[src/rtl/cmd_frame_ctrl.sv]
// Command frame parser: assembles SYNC/CMD/DHI/DLO/CHK byte frames from a
// UART receiver, validates the 8-bit additive checksum, and presents the last
// good command and payload to a consumer with a ready/acknowledge handshake.
//
// state   | meaning
// --------+--------------------------------------------------
// IDLE    | hunting for SYNC, all other bytes discarded
// GET_CMD | waiting for the command byte
// GET_HI  | waiting for payload high byte
// GET_LO  | waiting for payload low byte
// GET_CHK | waiting for checksum byte, frame completes here
module cmd_frame_ctrl #(
  parameter logic [15:0] TO_CYCLES = 16'd65000,
  parameter logic [7:0]  SYNC      = 8'hA5
) (
  input  logic        clk,
  input  logic        rst_n,
  input  logic        rx_rdy,
  input  logic [7:0]  rx_data,
  output logic        clr_rx_rdy,
  input  logic        clr_cmd_rdy,
  output logic [7:0]  cmd,
  output logic [15:0] data,
  output logic        cmd_rdy,
  output logic        frm_err
);

  typedef enum logic [2:0] {
    IDLE    = 3'd0,
    GET_CMD = 3'd1,
    GET_HI  = 3'd2,
    GET_LO  = 3'd3,
    GET_CHK = 3'd4
  } state_t;

  state_t      state, state_nxt;
  logic [7:0]  acc;
  logic [15:0] to_cnt;
  logic [7:0]  cmd_sh, hi_sh, lo_sh;

  logic sync_hit;
  logic good_frm;
  logic bad_frm;
  logic timeout;
  logic collect;

  // State register; reset mid-frame drops the partial frame
  always_ff @(posedge clk or negedge rst_n) begin
    if (!rst_n) state <= IDLE;
    else        state <= state_nxt;
  end

  // Next-state: advance one state per accepted byte, timeout forces IDLE
  always_comb begin
    state_nxt = state;
    case (state)
      IDLE:    if (rx_rdy && rx_data == SYNC) state_nxt = GET_CMD;
      GET_CMD: if (rx_rdy) state_nxt = GET_HI;
      GET_HI:  if (rx_rdy) state_nxt = GET_LO;
      GET_LO:  if (rx_rdy) state_nxt = GET_CHK;
      GET_CHK: if (rx_rdy) state_nxt = IDLE;
      default: state_nxt = IDLE;
    endcase
    if (timeout) state_nxt = IDLE;
  end

  // Outputs and per-cycle event strobes; every offered byte is consumed
  always_comb begin
    clr_rx_rdy = rx_rdy;
    sync_hit   = (state == IDLE) && rx_rdy && (rx_data == SYNC);
    collect    = rx_rdy && ((state == GET_CMD) || (state == GET_HI) || (state == GET_LO));
    good_frm   = (state == GET_CHK) && rx_rdy && (rx_data == acc);
    bad_frm    = (state == GET_CHK) && rx_rdy && (rx_data != acc);
    // an accepted byte in the terminal-count cycle beats the timeout
    timeout    = (state != IDLE) && !rx_rdy && (to_cnt == TO_CYCLES - 16'd1);
  end

  // Checksum accumulator (wraps mod 256) and field shadows
  always_ff @(posedge clk or negedge rst_n) begin
    if (!rst_n) begin
      acc    <= 8'h00;
      cmd_sh <= 8'h00;
      hi_sh  <= 8'h00;
      lo_sh  <= 8'h00;
    end else if (sync_hit) begin
      acc <= 8'h00;
    end else if (collect) begin
      acc <= acc + rx_data;
      case (state)
        GET_CMD: cmd_sh <= rx_data;
        GET_HI:  hi_sh  <= rx_data;
        default: lo_sh  <= rx_data;
      endcase
    end
  end

  // Inter-byte timeout counter, idle in IDLE and restarted by every byte
  always_ff @(posedge clk or negedge rst_n) begin
    if (!rst_n)                       to_cnt <= 16'd0;
    else if (state == IDLE || rx_rdy) to_cnt <= 16'd0;
    else                              to_cnt <= to_cnt + 16'd1;
  end

  // Result registers: cmd/data only change on a good frame
  always_ff @(posedge clk or negedge rst_n) begin
    if (!rst_n) begin
      cmd     <= 8'h00;
      data    <= 16'h0000;
      cmd_rdy <= 1'b0;
      frm_err <= 1'b0;
    end else begin
      if (good_frm) begin
        cmd     <= cmd_sh;
        data    <= {hi_sh, lo_sh};
        cmd_rdy <= 1'b1;
      end else if (clr_cmd_rdy) begin
        cmd_rdy <= 1'b0;
      end
      if (sync_hit)                frm_err <= 1'b0;
      else if (bad_frm || timeout) frm_err <= 1'b1;
    end
  end

endmodule
[config.mk]
export PLATFORM = sky130hd
export DESIGN_NAME = cmd_frame_ctrl
export DESIGN_NICKNAME = d
export VERILOG_FILES = /design/src/rtl/cmd_frame_ctrl.sv
export SDC_FILE = /design/constraint.sdc
export NUM_CORES = 1
export LEC_CHECK = 0
export CAP_MARGIN = 30
export CORE_MARGIN = 1.5
export CORE_UTILIZATION = 60
export DETAILED_ROUTE_END_ITERATION = 10
export GPL_TIMING_DRIVEN = 0
export PLACE_DENSITY = 0.84
export SYNTH_ARGS = -nofsm -noshare
export SYNTH_HDL_FRONTEND = slang
export SYNTH_SLANG_ARGS = --single-unit
[constraint.sdc]
create_clock -name clk -period 4.9 [get_ports clk]
set_clock_uncertainty 0.1 [all_clocks]
set_input_delay 0.49 -clock clk [delete_from_list [all_inputs] [get_ports clk]]
set_output_delay 0.49 -clock clk [all_outputs]
set_load 0.03 [all_outputs]
==> out/metrics.yaml, run 1 <==
outcome:
  run_status: "finished, final reports clean"
synth:
  ys_seq_area_frac: 0.554
  synth_compound_area_frac: 0.0565
  synth_xor_area_frac: 0.0453
  synth_top_family_by_area: "multiplexers"
  yosysTopAreaCellShare: 0.554
  yosys_warnings: 0
  yosys-top-cells-area: "dfrtp_1 (55%), mux2_2 (15%), ha_1 (2.9%), xor2_1 (2.5%), nor2_1 (2.3%)"
  synth.most_common_cell: "dfrtp_1"
  synth_ff_type: "dfrtp_1"
  synth-simple-area-share: 0.133
  syn_avg_cell_area_um2: 12.3
  synth_seq_cells: 77
  synth_common_cells: "dfrtp_1 (77), mux2_2 (47), nor2_1 (21)"
  netlist_area_mm2: 0.00348
  synthMuxAreaShare: 0.155
  synth_area_leader_cell: "dfrtp_1"
  synth_edf_count: 0
  synthAdderAreaFrac: 0.0345
  yosys.cell_types.count: 45
  synthCells: 284
  syn-num-nets: 305
  ys_async_sr_fraction: 1.00
finish:
  finalNetCount: 356
  num_antenna_cells: 0
  area_growth_syn_to_layout_pct: 20.7
  nFillCells: 353
  final_core_util: 0.758
  multi_input_area_mm2: 0.00148
  seqCellArea_mm2: 0.00193
  drive_gt1_frac: 0.221
route:
  drtIter0Drc: 76
  dr.pass1.iters: 5
  wl_um: 7060
  via_per_inst: 5.73
  ant_nets: 0
  vias: 2353
  drc: 0
  wl_per_cell_um: 17.2
sta:
  max_freq_ghz: 0.377
  rsz0062_at_grt: "no"
  period_needed_ns: 2.65
  tns_ns: 0
  slew_violations: 0
  finalSetupViolations: 0
  fin_crit_sh: 0.541
  slew_headroom: 0.468
  worst_slew_pin_slew_ns: 0.795
  hold_viol: 0
global_route:
  grt.overflow.total: 0
  grt.total_usage: 0.250
  grt_pass1_wl_um: 11600
  grt_pass1_vias: 2391
  antenna_found_initial: 0
  grt_max_degree: 56
floorplan:
  die_x_um: 79.2
  design.core.area_mm2: 0.00554
  die_area_mm2: 0.00627
  initial_core_util: 0.628
  std_cell_rows: 27
  io_pins: 39
  die_y_um: 79.2
setup_path:
  worst_setup_path_end_kind: "register"
  arrival_ns: 2.79
  cp_max_fo: 10
  cp-startpoint: "rx_data[5]"
  crit_type: "in -> reg"
  r2r-start: "acc[5]"
  required_ns: 5.04
  cp-start-kind: "input port"
power:
  p_leak_nw: 1.90
  ir_drop_mv: 0.311
  power_density_mw_per_mm2: 468
  totalPowerFinal_mw: 1.96
clocking:
  cts_root_buffer: "clkbuf_8"
  cts.repair.resized: 0
  clk_path_buf_depth: 2
  insertion_delay_ns: 0.35
  clk_pin_slew_ns: 0.08
  cts_buffers: 9
  cts_sinks: 77
  cts_tree: "yes"
  h-tree-depth: 3
place:
  io_buffer_count: 38
  gp_congestion: 0.833
  dp_hpwl_um: 4740
min_path:
  min_path_type: "reg -> reg"
  min_from: "acc[2]"
flow_run:
  max_cap_violations: 0
## state kept, by name, summed over array words and instances (netlist names)
name / flops
acc: 8
cmd: 8
cmd_rdy: 1
cmd_sh: 8
data: 16
frm_err: 1
hi_sh: 8
lo_sh: 8
state: 3
to_cnt: 16
## power by group
part           switching (mW)  internal, mW  leakage, nW
Combinational           0.288         0.273        0.786
Clock                   0.229         0.297        0.105
Sequential             0.0864         0.789         1.01
Total                   0.604          1.36         1.90
## kinds of logic (layout without fill, tap and decap cells)
family / count (synthesis) / in the layout
AO/OA/AOI/OAI: 30 / 30
XOR/XNOR: 18 / 18
adder cells (fa/ha/maj): 9 / 9
buffers and inverters: 14 / 69
flip-flops: 77 / 77
multiplexers: 48 / 48
AND/OR/NAND/NOR: 88 / 88
## layout by cell type, fill, tap and decap left out, types with 2 or more instances in the layout
cell type / netlist / final
and4_1: 3 / 3
buf_2: 3 / 3
xor2_1: 10 / 10
nand2b_1: 4 / 4
ha_1: 8 / 8
mux2_2: 47 / 47
clkbuf_8: 0 / 10
bufinv_16: 0 / 2
and2_1: 2 / 2
o21a_1: 2 / 2
a21oi_1: 6 / 6
or3_1: 3 / 3
nand3_1: 7 / 7
clkdlybuf4s50_1: 0 / 37
buf_4: 3 / 4
xnor2_1: 8 / 8
nor3_1: 6 / 6
nand2_1: 20 / 20
nand4_1: 4 / 4
o21ai_0: 12 / 12
clkbuf_1: 2 / 3
nor2_1: 21 / 21
and3_1: 6 / 6
nor2b_1: 3 / 3
dfrtp_1: 77 / 77
inv_1: 5 / 5
## worst max-delay path: stages
cell and delay (ns):
clkdlybuf4s50_1 0.55, ha_1 0.47, nor3_1 0.08, and3_1 0.20, nand2_1 0.28, buf_2 0.33
mux2_2 0.38
## path summary, 6_finish.rpt
| check | depth (start not counted) | endpoint | slack (ns) |
|---|---|---|---|
| worst max-delay path | 7 | data[8] | 2.25 |
| worst min register to register | 2 | acc[2] | 0.40 |
| min in group asynchronous | 2 | acc[1] | 0.48 |
| worst max register to register | 6 | data[8] | 2.62 |
| max in group asynchronous | 3 | to_cnt[3] | 3.65 |
| worst min-delay path | 2 | acc[2] | 0.40 |
## area by class of cell
| type | instances | share of cell area |
|---|---|---|
| plain buffers | 9 | 0.0134 |
| clock buffers | 11 | 0.0337 |
| clock inverters | 4 | 0.0173 |
| inverters | 5 | 0.00447 |
| multi-input cells | 193 | 0.352 |
| flip-flops and latches | 77 | 0.459 |
| well taps | 72 | 0.0215 |
| repair buffers | 40 | 0.0989 |
## metal layers
metal / track usage / wire [µm]
met1: 0.333 / 3200
met2: 0.395 / 3490
met3: 0.0471 / 234
met4: 0.123 / 142
met5: 0 / 0
## stage by stage
stage / hold slack (ns) / setup slack [ns] / instance area (µm²) / instances
finish: 0.403 / 2.25 / 4200 / 411
detailed placement: 0.314 / 1.91 / 3980 / 395
CTS: 0.404 / 2.26 / 4200 / 411
floorplan: 0.0944 / 2.84 / 3480 / 284
global placement: 0.360 / 0.620 / 3950 / 394
global route: 0.425 / 2.16 / 4200 / 411
## repair_timing
item                                   4_1_cts  5_1_grt
buffers inserted                             0        0
endpoints found under the hold margin       22        0
hold buffers                                 1        0
No activity file was read; power rests on OpenSTA's default activity.
==> inputs of run 2 (changes only) <==
CORE_UTILIZATION = 50   (was 60)
PLACE_DENSITY = 0.75   (was 0.84)
clock period = 2.25 ns   (was 4.9 ns; I/O delays follow)
==> run 2 against run 1 <==
Effect of this change:
- cell count rose by 2.2%
- global-route usage decreased by 6.1 points
- power is 110% higher
- sequential share of layout area shrank 0.29 points
==> out/metrics.yaml, run 2 (synthesis results as in run 1) <==
route:
  drc: 0
  wl_um: 6390
  dr.pass1.iters: 4
  via_per_inst: 5.41
  vias: 2273
  drtIter0Drc: 119
  wl_per_cell_um: 15.2
  ant_nets: 0
floorplan:
  design.core.area_mm2: 0.00676
  die_area_mm2: 0.00747
  io_pins: 39
  initial_core_util: 0.515
  die_x_um: 86.4
  die_y_um: 86.4
  std_cell_rows: 30
clocking:
  clk_path_buf_depth: 2
  cts_tree: "yes"
  insertion_delay_ns: 0.34
  cts_buffers: 9
  h-tree-depth: 3
  cts_sinks: 77
  cts_root_buffer: "clkbuf_8"
  clk_pin_slew_ns: 0.08
global_route:
  antenna_found_initial: 0
  grt.overflow.total: 0
  grt.total_usage: 0.189
  grt_max_degree: 57
  grt_pass1_vias: 2257
  grt_pass1_wl_um: 10900
finish:
  num_antenna_cells: 0
  final_common_cell: "dfrtp_1"
  final_core_util: 0.625
  nFillCells: 521
  top_regs: "data: 16 flops, to_cnt: 16 flops"
  finalNetCount: 356
  area_growth_syn_to_layout_pct: 21.4
  multi_input_area_mm2: 0.00149
  drive_gt1_frac: 0.235
  seqCellArea_mm2: 0.00193
  final_cell_count_no_fill: 420
  design_area_mm2: 0.00423
  final_cell_mix: "dfrtp_1 (77), mux2_2 (47), clkdlybuf4s50_1 (33)"
flow_run:
  max_cap_violations: 0
place:
  io_buffer_count: 38
  gp_congestion: 0.856
  preCtsSetupSlack_ns: -0.477
  dp_cells: 403
  dp_hpwl_um: 4590
  post_dp_cell_area_mm2: 0.00399
sta:
  max_freq_ghz: 0.477
  worst_slew_pin_slew_ns: 0.728
  finalSetupViolations: 0
  slew_violations: 0
  slew_headroom: 0.513
  fin_crit_sh: 0.932
  rsz0062_at_grt: "no"
  tns_ns: 0
  fin_ws_ns: 0.152
  period_needed_ns: 2.10
  hold_viol: 0
  timing.hold.ws_ns: 0.218
power:
  ir_drop_mv: 0.565
  totalPowerFinal_mw: 4.16
  p_leak_nw: 1.93
  power_density_mw_per_mm2: 985
setup_path:
  critical-path-top-delay-family: "buffers and inverters"
  r2r_cells: 6
  critPathMaxStageDelay_ns: 0.56
  critical_path_depth: 7
  cp_slowest_cell: "clkdlybuf4s50_1"
  crit_type: "in -> reg"
  worst_setup_path_end_kind: "register"
  arrival_ns: 2.22
  cp-start-kind: "input port"
  cp_num_buf_inv: 2
  required_ns: 2.38
  cp_max_fo: 10
  cp_cell_sequence: "clkdlybuf4s50_1 -> ha_1 -> nor3_1 -> and3_1 -> nand2_2 -> buf_4 -> mux2_2"
outcome:
  run_status: "finished, final reports clean"
min_path:
  min_path_type: "in -> async"
## run 2: changes by cell type in the layout (fill, tap and decap cells not counted), sizes merged
| cell | before | now |
|---|---|---|
| bufinv | 2 | 1 |
| inv | 5 | 7 |
| dlymetal6s2s | 0 | 4 |
| clkinv | 1 | 3 |
| clkdlybuf4s50 | 37 | 33 |
| clkbuf | 13 | 11 |
## run 2: path summary, 6_finish.rpt
path                            startpoint       end  slack, ns
worst max-delay path            rx_data[3]    cmd[7]       0.15
worst min-delay path                 rst_n   data[5]       0.22
worst max register to register      acc[4]   data[3]       0.19
worst min register to register    lo_sh[1]  lo_sh[1]       0.38
max in group asynchronous            rst_n    cmd[7]       1.27
min in group clk                rx_data[0]  lo_sh[0]       0.26
## run 2: layer usage
metal | wire length (µm) | global-route usage
met5 | 0 | 0
met3 | 187 | 0.0343
met4 | 76 | 0.0792
met1 | 3010 | 0.255
met2 | 3110 | 0.304
## run 2: report_power, final
group / leakage, nW / internal, mW / switching [mW]
clock: 0.102 / 0.529 / 0.540
sequential: 1.01 / 1.72 / 0.177
combinational: 0.824 / 0.598 / 0.600
## run 2: area by class of cell
type | count | area share
clock buffer | 9 | 0.0293
timing repair buffer | 40 | 0.101
buffer | 9 | 0.0145
sequential | 77 | 0.456
tap | 80 | 0.0237
multi-input combinational | 193 | 0.351
clock inverter | 7 | 0.0198
inverter | 5 | 0.00444
## run 2: timing repair
item,CTS,global route
resized for setup,3,6
setup endpoints to repair,19,20
hold buffers,1,0
endpoints found under the hold margin,21,0
cloned,0,0
buffers inserted,0,0
==> inputs of run 3 (changes only) <==
GPL_ROUTABILITY_DRIVEN = 0   (was default)
==> results of run 3 <==
No change in the layout: final DEF, timing and power equal those of run 2.
